--- config.mk ---
export PLATFORM = sky130hd
export DESIGN_NAME = series_engine
export DESIGN_NICKNAME = d
export VERILOG_FILES = /design/src/rtl/series_engine.sv
export SDC_FILE = /design/constraint.sdc
export NUM_CORES = 1
export LEC_CHECK = 0
export CAP_MARGIN = 20
export CELL_PAD_IN_SITES_DETAIL_PLACEMENT = 1
export CELL_PAD_IN_SITES_GLOBAL_PLACEMENT = 2
export CORE_ASPECT_RATIO = 1.25
export CORE_UTILIZATION = 43
export DETAILED_ROUTE_END_ITERATION = 7
export DONT_BUFFER_PORTS = 1
export PLACE_DENSITY_LB_ADDON = 0.1
export SLEW_MARGIN = 20
export SYNTH_ARGS = -nofsm -noshare
export SYNTH_HDL_FRONTEND = slang
export SYNTH_SLANG_ARGS = --single-unit
--- constraint.sdc ---
create_clock -name clk_i -period 10.47 [get_ports clk_i]
set_clock_uncertainty 0.15 [all_clocks]
set_input_delay 1.5705 -clock clk_i [delete_from_list [all_inputs] [get_ports clk_i]]
set_output_delay 1.5705 -clock clk_i [all_outputs]
set_load 0.02 [all_outputs]
--- src/rtl/series_engine.sv ---
// Sequential evaluator for S(x) = sum s_k * x^k / k, one term per clock, with early exit when x^k truncates to zero.
// Mode 0 alternates signs (ln(1+x)); mode 1 adds every term (-ln(1-x)).
module series_engine #(
  parameter int WIDTH = 16,
  parameter int TERMS = 8
) (
  input  logic               clk_i,
  input  logic               rst_i,
  input  logic               start_i,
  input  logic               mode_i,
  input  logic [WIDTH-1:0]   x_i,
  output logic               busy_o,
  output logic               done_o,
  output logic [WIDTH+1:0]   result_o,
  output logic [4:0]         terms_used_o
);

  typedef enum logic [1:0] {S_IDLE, S_RUN, S_DONE} state_t;

  localparam logic [4:0] LAST_K = 5'(TERMS);

  state_t             state_q, state_d;
  logic [WIDTH-1:0]   p_q, p_d;
  logic [WIDTH-1:0]   xr_q, xr_d;
  logic               mr_q, mr_d;
  logic [4:0]         k_q, k_d;
  logic [WIDTH+1:0]   acc_q, acc_d;
  logic [WIDTH+1:0]   result_q, result_d;
  logic [4:0]         terms_q, terms_d;

  logic [7:0]         coef_c;
  logic [WIDTH-1:0]   t_c;
  logic [WIDTH-1:0]   p_next_c;
  logic [WIDTH+1:0]   acc_next_c;
  logic               last_c;

  // Q0.8 approximations of 1/k; k=1 saturates to 0xFF
  always_comb begin
    coef_c = 8'h00;
    case (k_q)
      5'd1:  coef_c = 8'hFF;
      5'd2:  coef_c = 8'h80;
      5'd3:  coef_c = 8'h55;
      5'd4:  coef_c = 8'h40;
      5'd5:  coef_c = 8'h33;
      5'd6:  coef_c = 8'h2A;
      5'd7:  coef_c = 8'h24;
      5'd8:  coef_c = 8'h20;
      5'd9:  coef_c = 8'h1C;
      5'd10: coef_c = 8'h19;
      5'd11: coef_c = 8'h17;
      5'd12: coef_c = 8'h15;
      5'd13: coef_c = 8'h13;
      5'd14: coef_c = 8'h12;
      5'd15: coef_c = 8'h11;
      5'd16: coef_c = 8'h10;
      default: coef_c = 8'h00;
    endcase
  end

  assign t_c      = WIDTH'(({8'h00, p_q} * {{WIDTH{1'b0}}, coef_c}) >> 8);
  assign p_next_c = WIDTH'(({{WIDTH{1'b0}}, p_q} * {{WIDTH{1'b0}}, xr_q}) >> WIDTH);
  assign acc_next_c = (mr_q || k_q[0]) ? acc_q + {2'b00, t_c} : acc_q - {2'b00, t_c};
  assign last_c   = (k_q == LAST_K) || (p_next_c == '0);

  always_comb begin
    state_d  = state_q;
    p_d      = p_q;
    xr_d     = xr_q;
    mr_d     = mr_q;
    k_d      = k_q;
    acc_d    = acc_q;
    result_d = result_q;
    terms_d  = terms_q;
    case (state_q)
      S_IDLE: begin
        if (start_i) begin
          xr_d    = x_i;
          mr_d    = mode_i;
          p_d     = x_i;
          k_d     = 5'd1;
          acc_d   = '0;
          state_d = S_RUN;
        end
      end
      S_RUN: begin
        acc_d = acc_next_c;
        p_d   = p_next_c;
        if (last_c) begin
          result_d = acc_next_c;
          terms_d  = k_q;
          state_d  = S_DONE;
        end else begin
          k_d = k_q + 5'd1;
        end
      end
      S_DONE: state_d = S_IDLE;
      default: state_d = S_IDLE;
    endcase
  end

  always_ff @(posedge clk_i or posedge rst_i) begin
    if (rst_i) begin
      state_q  <= S_IDLE;
      p_q      <= '0;
      xr_q     <= '0;
      mr_q     <= 1'b0;
      k_q      <= '0;
      acc_q    <= '0;
      result_q <= '0;
      terms_q  <= '0;
    end else begin
      state_q  <= state_d;
      p_q      <= p_d;
      xr_q     <= xr_d;
      mr_q     <= mr_d;
      k_q      <= k_d;
      acc_q    <= acc_d;
      result_q <= result_d;
      terms_q  <= terms_d;
    end
  end

  assign busy_o       = (state_q != S_IDLE);
  assign done_o       = (state_q == S_DONE);
  assign result_o     = result_q;
  assign terms_used_o = terms_q;

endmodule

==> reports/qor.csv, run 1 <==
metric,value,unit
mux contribution to synthesized area,0.0260,
YS warnings,0,
total gr overflow,0,
Filler cells,4469,
final setup TNS,0,ps
Clock transition at path regs,70,ps
max-slew violation count,0,
synthesis-stage register bit count,81,
"count leader, synth",nand2_1,
Fmax,0.107,GHz
RD Place Congestion,0.834,
Multi-input gate area,13300,sq um
Syn Inst Count,1899,
Routed WL,48800,microns
share of the synthesized area in the top cell type,0.329,
die area,39900,sq um
most used flip-flop cell after synthesis,dfrtp_1,
CP endpoint,result_o[17],
sequential area share after synthesis,0.120,
cts repair resizes,0,
Synth Cell Area,16800,sq um
CTS max path bufs,2,
Core Rows,80,
Setup Buffers After CTS,0,
list of most frequent post-synthesis cells,"335 x nand2_1, 314 x inv_1, 277 x fa_1",
Critical Path End Type,register,
Startpoint Class,register,
hpwl dp,38900,microns
crit-path max FO,16,
syn nets,2361,
ranking of synthesized cells by area,"fa_1 33%, ha_1 12%, dfrtp_1 12%",
Nets,2308,
Post-Synth Adder-Cell Area,0.452,
crit path kind,register to register,
RSZ-0062 raised after global routing,false,
final count of hold timing violations,0,
"slowest stage delay, CP",650,ps
"reg-to-reg slack, setup",1160,ps
TritonCTS buffer count,9,
die height,223,microns
Reg area,2030,sq um
# port buffers,0,
slew margin rel.,0.308,
MaxCap Viol Count,0,
number of global-route vias before repair,14700,
critical path startpoint,k_q[0],
GRT Overall Usage,0.264,
largest family of logic cells by synthesized area,adder cells,
Synth cell types,70,
Crit path top cell by count,fa_1,
status,"complete, no violations",
"EDFF count, synth",0,
Top Ports,45,
initial core utilization,0.439,
"FFs w/ async S/R, synth",1.00,
CTS tree,done,
post-synth top area cell,fa_1,
antenna cells,0,
Synth Area in Simple Gates,0.195,
Synth Area in Compound Gates,0.0818,
reg2reg end,result_o[17],
via total after detailed routing,12700,
Final period util,0.889,
H-tree Lvls,3,
layout cells sized above 1,0.0492,
clk_lat worst skew,380,ps
Syn-to-layout area delta,4.64,%
routed len/inst,20.8,microns
initial DRC count,437,
critical path arrival,9420,ps
ANT nets after route,0,
"Data required, critical path",10580,ps
Clock Sinks,81,
FF-to-FF Start,k_q[0],
worst reg2reg path depth,33,
hold_buf cts,0,
drt drc,0,
Via density,5.44,
final setup vio count,0,
pin count of the biggest net entering global routing,60,
detailed-router iteration count before antenna repair,4,
worst hold path stage count,2,
Worst Hold Class,register to register,
root buffer cell,clkbuf_16,
antenna violations before repair,0,
crit path time final,9310,ps
xor and xnor fraction of the mapped netlist area,0.0323,
Worst Tran Pin Value,1040,ps
Die W,179,microns
first-pass GRT wire length,80000,microns
slowest CP cell,or4b_1,
core area,38300,sq um
syn avg cell area,8.86,sq um
==> critical path, delay by kind of cell (launching register included) <==
family	cells	cell delay (ps)
multiplexers	2	420
adder cells (fa/ha/maj)	7	3020
AO/OA/AOI/OAI	10	2040
buffers and inverters	4	480
flip-flops	1	580
AND/OR/NAND/NOR	7	1970
XOR/XNOR	3	500
==> how the worst min path moves through the flow <==
stage,from,endpoint,slack [ps]
final,acc_q[9],acc_q[9],360
after floorplan,mr_q,mr_q,310
after detailed placement,acc_q[9],acc_q[9],350
after global routing,acc_q[10],acc_q[10],390
after CTS,acc_q[9],acc_q[9],370
after global placement,acc_q[11],acc_q[11],340
==> metrics by stage <==
stage	util	hold slack [ps]	area (sq um)	setup slack, ps	cells
2_1_floorplan	-	310	16800	1940	1899
3_3_place_gp	0.452	339	17300	1370	2327
3_5_place_dp	0.452	351	17300	1180	2327
4_1_cts	0.459	371	17600	1150	2343
5_1_grt	0.459	390	17600	488	2343
6_report	0.459	364	17600	1160	2343
==> sequential cells by signal, indices dropped and copies added (netlist names) <==
name and cells:
acc_q 18, result_o 18, p_q 16, xr_q 16, k_q 5, terms_used_o 5
state_q 2, mr_q 1
==> cells in the final DEF (no fill, tap or decap), drive strengths merged, types with 10 or more instances in the layout <==
master | Yosys | layout
nand2 | 335 | 335
inv | 314 | 316
fa | 277 | 277
and2 | 182 | 182
ha | 165 | 165
dfrtp | 81 | 81
nor2 | 43 | 43
a21oi | 41 | 41
xnor2 | 38 | 38
buf | 9 | 33
nand3 | 30 | 30
o21ai | 27 | 27
a21o | 24 | 24
xor2 | 24 | 24
mux2 | 24 | 24
nor3 | 18 | 18
o211ai | 16 | 16
o21a | 14 | 14
nor2b | 11 | 11
nand4 | 10 | 10
mux2i | 10 | 10
clkbuf | 88 | 10
==> cell type report <==
class	instances	area share
Clock buffer	10	0.0136
Multi-Input combinational cell	1407	0.753
Timing Repair Buffer	33	0.0141
Tap cell	492	0.0350
Clock inverter	6	0.00277
Sequential cell	81	0.115
Inverter	314	0.0670
==> cells by family after synthesis <==
group           count (synthesis)
simple gates                  679
fa+ha+maj                     442
buf+inv                       411
compound gates                190
flops                          81
xor+xnor                       62
mux                            34
==> metal layers <==
layer  up-vias  wire (microns)  global-route usage
li1       5824               -                   -
met1      6700           20800               0.325
met2       151           25600               0.480
met3        63             958              0.0193
met4         0            1540              0.0894
met5         -               0                   0
Power of run 1 is left out: the tool's default activity adds up to more than one toggle a clock period on the data nets, which glitch-free logic cannot reach.
==> run 2, diff against run 1 <==
- CAP_MARGIN: 20 -> 10
- SKIP_CTS_REPAIR_TIMING: unset -> 1
==> results of run 2 <==
Final layout, timing and power as in run 1 (identical DEF).
Power of run 2 is left out for the same reason.
==> run 3, diff against run 2 <==
- RECOVER_POWER: unset -> 50
==> run 3 against run 2 <==
Effect of this change:
- the flow now finishes with violations (capacitance limit, slew limit)
- final area about the same
- non-clock buffer count unchanged
- register-to-register slack about the same
- die area unchanged
- critical path type unchanged
- highest routed layer unchanged
==> reports/qor.csv, run 3 (synthesis gave the netlist of run 1 again) <==
metric,value,unit,change
status,"finished, violations left",,"was complete, no violations"
failing checks,"capacitance limit, slew limit",,
Nets,2308,,unchanged
Worst Tran Pin Value,3360,ps,was 1040 ps
crit path kind,register to register,,unchanged
die height,223,microns,unchanged
"slowest stage delay, CP",650,ps,about the same
Core Rows,80,,unchanged
slowest CP cell,or4b_1,,unchanged
Multi-input gate area,13300,sq um,unchanged
via total after detailed routing,12700,,about the same
Final Util,0.459,,about the same
Worst Hold Class,register to register,,unchanged
Clock transition at path regs,70,ps,about the same
final setup TNS,0,ps,unchanged
antenna violations before repair,0,,unchanged
CTS max path bufs,2,,unchanged
core area,38300,sq um,unchanged
Final period util,0.889,,about the same
hpwl dp,38900,microns,unchanged
Startpoint Class,register,,unchanged
most frequent cells in the layout,"335 x nand2_1, 313 x inv_1, 277 x fa_1",,unchanged
final setup vio count,0,,unchanged
FF-to-FF Start,k_q[0],,unchanged
# port buffers,0,,unchanged
final count of hold timing violations,0,,unchanged
initial DRC count,455,,was 437
GRT Overall Usage,0.264,,unchanged
Crit path top cell by count,fa_1,,unchanged
Fmax,0.107,GHz,about the same
final hold slack,364,ps,about the same
RSZ-0062 raised after global routing,false,,unchanged
TritonCTS buffer count,9,,unchanged
Critical Path End Type,register,,unchanged
crit-path max FO,16,,unchanged
drt drc,0,,unchanged
CTS tree,done,,unchanged
Routed WL,48800,microns,about the same
hold endpoint,acc_q[9],,unchanged
antenna cells,0,,unchanged
worst hold start,acc_q[9],,unchanged
detailed-router iteration count before antenna repair,5,,was 4
max-slew violation count,95,,was 0
Top Ports,45,,unchanged
root buffer cell,clkbuf_16,,unchanged
total gr overflow,0,,unchanged
worst hold path stage count,2,,unchanged
ANT nets after route,0,,unchanged
"Data required, critical path",10580,ps,about the same
layout cells sized above 1,0.0481,,was 0.0492
Clock Sinks,81,,unchanged
Post-Layout Cell Count,2343,,unchanged
number of global-route vias before repair,14700,,unchanged
"most common cell after layout, fill and taps aside",nand2_1,,unchanged
clk_lat worst skew,370,ps,was 380 ps
pin count of the biggest net entering global routing,60,,unchanged
Syn-to-layout area delta,4.59,%,was 4.64%
slew margin rel.,-1.24,,was 0.308
Die W,179,microns,unchanged
Reg area,2030,sq um,unchanged
crit path time final,9310,ps,about the same
H-tree Lvls,3,,unchanged
initial core utilization,0.439,,unchanged
MaxCap Viol Count,2,,was 0
Via density,5.44,,about the same
first-pass GRT wire length,80000,microns,unchanged
reg2reg end,result_o[17],,unchanged
critical path arrival,9410,ps,was 9420 ps
routed len/inst,20.8,microns,about the same
RD Place Congestion,0.834,,unchanged
dpl cells,2327,,unchanged
Filler cells,4469,,unchanged
"reg-to-reg slack, setup",1160,ps,about the same
die area,39900,sq um,unchanged
worst reg2reg path depth,33,,unchanged
run 3: cell types whose count changed in the layout (fill, tap and decap cells not counted):
cell        previous run  this run
clkinvlp_2             0         1
clkbuf_1               0         2
buf_4                 33        31
clkinv_2               2         1
run 3: routing by layer:
metal  up-vias  routed length, microns  GRT usage  share of wire
met1      6708                   20800      0.325           0.43
met3        63                     936     0.0193          0.019
li1       5824                       -          -              -
met5         -                       0          0              0
met4         0                    1540     0.0894          0.031
met2       147                   25600      0.480           0.52
run 3: metrics by stage:
step	worst slack, ps	instance area (sq um)
after floorplan	1940	16800
after global placement	1370	17300
after detailed placement	1180	17300
after CTS	1150	17600
after global routing	488	17600
final	1160	17600
run 3: how the worst max path moves through the flow:
stage | startpoint | to | cells past startpoint
6_report | k_q[0] | result_o[17] | 33
3_5_place_dp | k_q[0] | result_o[17] | 33
3_3_place_gp | k_q[0] | result_o[17] | 33
4_1_cts | k_q[0] | result_o[17] | 33
2_1_floorplan | k_q[0] | result_o[17] | 34
5_1_grt | k_q[0] | result_o[17] | 33
run 3: worst max-delay path, delay by kind of cell (launching register included):
family,cells,cell delay (ps)
fa+ha+maj,7,3020
compound gates,10,2040
simple gates,7,1970
flops,1,580
xor+xnor,3,510
buf+inv,4,480
mux,2,420
run 3: cell type report:
class / count / area share
repair buffers: 33 / 0.0136
flip-flops and latches: 81 / 0.115
clock inverters: 6 / 0.00277
multi-input cells: 1407 / 0.753
clock buffers: 10 / 0.0136
well taps: 492 / 0.0350
inverters: 314 / 0.0670
Power of run 3 is left out for the same reason.
==> RTL edit 1 (config.mk and constraints of run 3) <==
The parameter `WIDTH` goes from 16 to 12.
--- a/src/rtl/series_engine.sv
+++ b/src/rtl/series_engine.sv
@@ -2,5 +2,5 @@
 // Mode 0 alternates signs (ln(1+x)); mode 1 adds every term (-ln(1-x)).
 module series_engine #(
-  parameter int WIDTH = 16,
+  parameter int WIDTH = 12,
   parameter int TERMS = 8
 ) (
Interface: changed (resized result_o and x_i); port bits go from 45 to 37. No check against the original RTL was run, so the function may have changed too.
==> RTL edit 1 against run 3 <==
  * Routed wire length is 36% lower
  * Final cell count is 31% lower
  * Die area is 30% lower
  * Setup slack better by 0.11 ns
  * Cell area is 31% lower
  * Synthesized area is 31% lower
  * Via count is 30% lower
  * Hold slack better by 0.023 ns
  * Sequential cell count is 16 lower
  * The flow still finishes with violations (max-capacitance violations, max-slew violations)
  * First-iteration DRC count is 49% lower
Power is left out: the tool's default activity adds up to more than one toggle a clock period on the data nets, which glitch-free logic cannot reach.
==> RTL edit 1: results <==
export IMPL_first_pass_iters=4
export IMPL_layout_filler_cells=3129
export IMPL_placement_io_buffers=0
export IMPL_layout_cells_sized_above_1=0.0597
export IMPL_post_drt_wl_per_cell_um=19.5
export IMPL_slew_viol_final=100
export IMPL_stage_delay_of_the_slowest_cell_on_the_critical_path_ns=0.64
export IMPL_synth_common_cells="191 x inv_1, 187 x nand2_1, 159 x fa_1"
export IMPL_routability_congestion=0.857
export IMPL_mappedNetlistNets=1603
export IMPL_maximum_buffer_depth_of_the_clock_tree=2
export IMPL_grt_first_pass_wirelength_um=52700
export IMPL_track_usage=0.245
export IMPL_critPathTopFamily="adder cells"
export IMPL_die_width_um=149
export IMPL_cp_slowest_cell="nor2_1"
export IMPL_critPathArrivalTime_ns=9.27
export IMPL_diodes=0
export IMPL_cts_root_buffer_cell="clkbuf_16"
export IMPL_post_drt_via_cell_ratio=5.49
export IMPL_synthFlopType="dfrtp_1"
export IMPL_critical_path_max_fanout=14
export IMPL_grt_antenna_before_repair=0
export IMPL_hpwlAfterDp_um=25300
export IMPL_ys_seq_area_frac=0.139
export IMPL_insertion_delay_ns=0.34
export IMPL_placement_cell_area_mm2=0.0119
export IMPL_initialDrtViolationCount=234
export IMPL_synth_distinct_cells=87
export IMPL_first_global_vias=9784
export IMPL_violated_checks="max-capacitance violations, max-slew violations"
export IMPL_slew_limit_headroom=-1.06
export IMPL_yosys_top_cells_area="fa_1 27%, dfrtp_1 14%, ha_1 12%"
export IMPL_status="finished, violations left"
export IMPL_cap_violations=2
export IMPL_clk_pin_slew_ns=0.05
export IMPL_grt_max_degree=55
[RTL edit 1: cells by family after synthesis]
group / count (synthesis) / synth area share
simple gates: 436 / 0.187
fa+ha+maj: 274 / 0.396
buf+inv: 263 / 0.0870
compound gates: 191 / 0.117
flops: 65 / 0.139
xor+xnor: 44 / 0.0343
mux: 40 / 0.0396
[RTL edit 1: cell type report]
type | count | area, um2 | share of cell area
Clock buffer | 12 | 256 | 0.0210
Clock inverter | 4 | 51.3 | 0.00419
Inverter | 191 | 717 | 0.0586
Multi-Input combinational cell | 985 | 9040 | 0.739
Sequential cell | 65 | 1630 | 0.133
Tap cell | 345 | 432 | 0.0353
Timing Repair Buffer | 16 | 113 | 0.00920
[RTL edit 1: per-stage QoR]
stage                     setup WS (ns)  cells
after floorplan                    2.34   1313
after global placement             1.51   1602
after detailed placement           1.31   1602
after CTS                          1.28   1618
after global routing              0.584   1618
final                              1.27   1618
[RTL edit 1: per-layer routing]
| layer | share of wire | wire (um) | GRT usage | vias to the layer above |
|---|---|---|---|---|
| met5 | 0 | 0 | 0 | - |
| met4 | 0.020 | 619 | 0.0612 | 0 |
| met3 | 0.018 | 576 | 0.0193 | 38 |
| met2 | 0.55 | 17400 | 0.475 | 98 |
| met1 | 0.41 | 12900 | 0.290 | 4615 |
| li1 | - | - | - | 4136 |
[RTL edit 1: worst min-delay path: cells and delay by family, from the launching register on]
family	cells	cell delay [ns]
AO/OA/AOI/OAI	1	0.06
AND/OR/NAND/NOR	1	0.06
flip-flops	1	0.37
[RTL edit 1: path summary, 6_finish.rpt]
path / startpoint / cells after the start / to / slack [ns]
max: k_q[0] / 30 / result_o[13] / 1.27
min: acc_q[11] / 2 / acc_q[11] / 0.39
max reg2reg: k_q[0] / 30 / result_o[13] / 1.27
min reg2reg: acc_q[11] / 2 / acc_q[11] / 0.39
max in group asynchronous: rst_i / 2 / acc_q[2] / 5.93
min in group asynchronous: rst_i / 1 / xr_q[10] / 0.97
==> RTL edit 2 (flow settings as in run 3) <==
Made on the original files. Register the outputs `busy_o` and `done_o`; this adds one clock of latency there. The other outputs are not delayed to match.
--- a/src/rtl/series_engine.sv
+++ b/src/rtl/series_engine.sv
@@ -122,6 +122,8 @@
   end
 
-  assign busy_o       = (state_q != S_IDLE);
-  assign done_o       = (state_q == S_DONE);
+  always_ff @(posedge clk_i) begin
+    busy_o <= (state_q != S_IDLE);
+    done_o <= (state_q == S_DONE);
+  end
   assign result_o     = result_q;
   assign terms_used_o = terms_q;
Formal check against the unedited RTL: not equivalent (Yosys sat finds a counterexample within 4 cycles, from zero or initial values and one cycle with rst_i high).
==> RTL edit 2 against run 3 <==
  * Critical path type unchanged
  * Synthesized area rose by 0.24%
  * Sequential cell count rose by 2
  * Highest routed layer is now met5
  * Final cell count barely moved
  * Cell area is 0.13% higher
  * Routed wire length fell by 5.7%
  * Setup slack better by 0.010 ns
  * Global-route usage is 1.4 points lower
  * The flow still finishes with violations (max-capacitance violations, max-slew violations)
Power is not shown: default switching activity piles up to over one toggle a cycle in this logic, so the estimate is an artifact.
==> RTL edit 2: results <==
export IMPL_status="finished, violations left"
export IMPL_violated_checks="max-capacitance violations, max-slew violations"
export IMPL_hpwlAfterDp_um=37000
export IMPL_yosys_top_cells_area="fa_1 33%, ha_1 12%, dfrtp_1 12%"
export IMPL_dp_cells=2325
export IMPL_met3_usage=0.0228
export IMPL_dr_wl_met3_um=905
export IMPL_hold_path_startpoint="state_q[0]"
export IMPL_signal_buffers=29
export IMPL_initialDrtViolationCount=314
export IMPL_seqAreaFraction=0.117
export IMPL_cap_violations=3
export IMPL_mappedNetlistNets=2363
export IMPL_adder_and_majority_gate_portion_of_the_synthesized_area=0.451
export IMPL_first_global_vias=14600
export IMPL_cp_slowest_cell="dfrtp_1"
export IMPL_clock_sinks=83
export IMPL_detailedPlace_worstSlack_ns=1.32
export IMPL_synth_async_reset_ratio=0.976
export IMPL_first_pass_iters=6
export IMPL_detailroute_wirelength_met2_um=25700
export IMPL_timing_final_ws_setup_ns=1.17
export IMPL_synth_distinct_cells=71
export IMPL_placement_cell_area_mm2=0.0173
export IMPL_fraction_of_area_in_clock_buffers_and_inverters=0.0167
export IMPL_slew_viol_final=119
export IMPL_slew_limit_headroom=-0.626
export IMPL_timing_hold_worst_endpoint="done_o"
export IMPL_vias=12700
export IMPL_layout_filler_cells=4548
export IMPL_synth_xor_xnor_area_share=0.0322
export IMPL_synth_area_mux_share=0.0260
export IMPL_groute_layer_met1_usage=0.285
export IMPL_synth_area_per_cell_um2=8.88
[RTL edit 2: cell types whose count changed in the layout (fill, tap and decap cells not counted), sizes merged]
cell    before  now
dfxtp        0    2
inv        316  317
clkbuf      12   11
buf         31   27
[RTL edit 2: critical path, delay by kind of cell (launching register included)]
kind                     cells  cell delay, ns
flip-flops                   1            0.59
buffers and inverters        4            0.48
AO/OA/AOI/OAI               15            3.22
adder cells (fa/ha/maj)      7            2.98
AND/OR/NAND/NOR              7            1.00
XOR/XNOR                     2            0.41
multiplexers                 2            0.39
[RTL edit 2: logic make-up (layout without fill, tap and decap cells)]
| kind of cell | Yosys count | in the layout |
|---|---|---|
| AOI/OAI and AO/OA | 190 | 190 |
| xor gates and xnor gates | 62 | 62 |
| adders and majority gates | 442 | 442 |
| buffers and inverters | 411 | 359 |
| DFF | 83 | 83 |
| muxes | 34 | 34 |
| and+or+nand+nor | 679 | 679 |
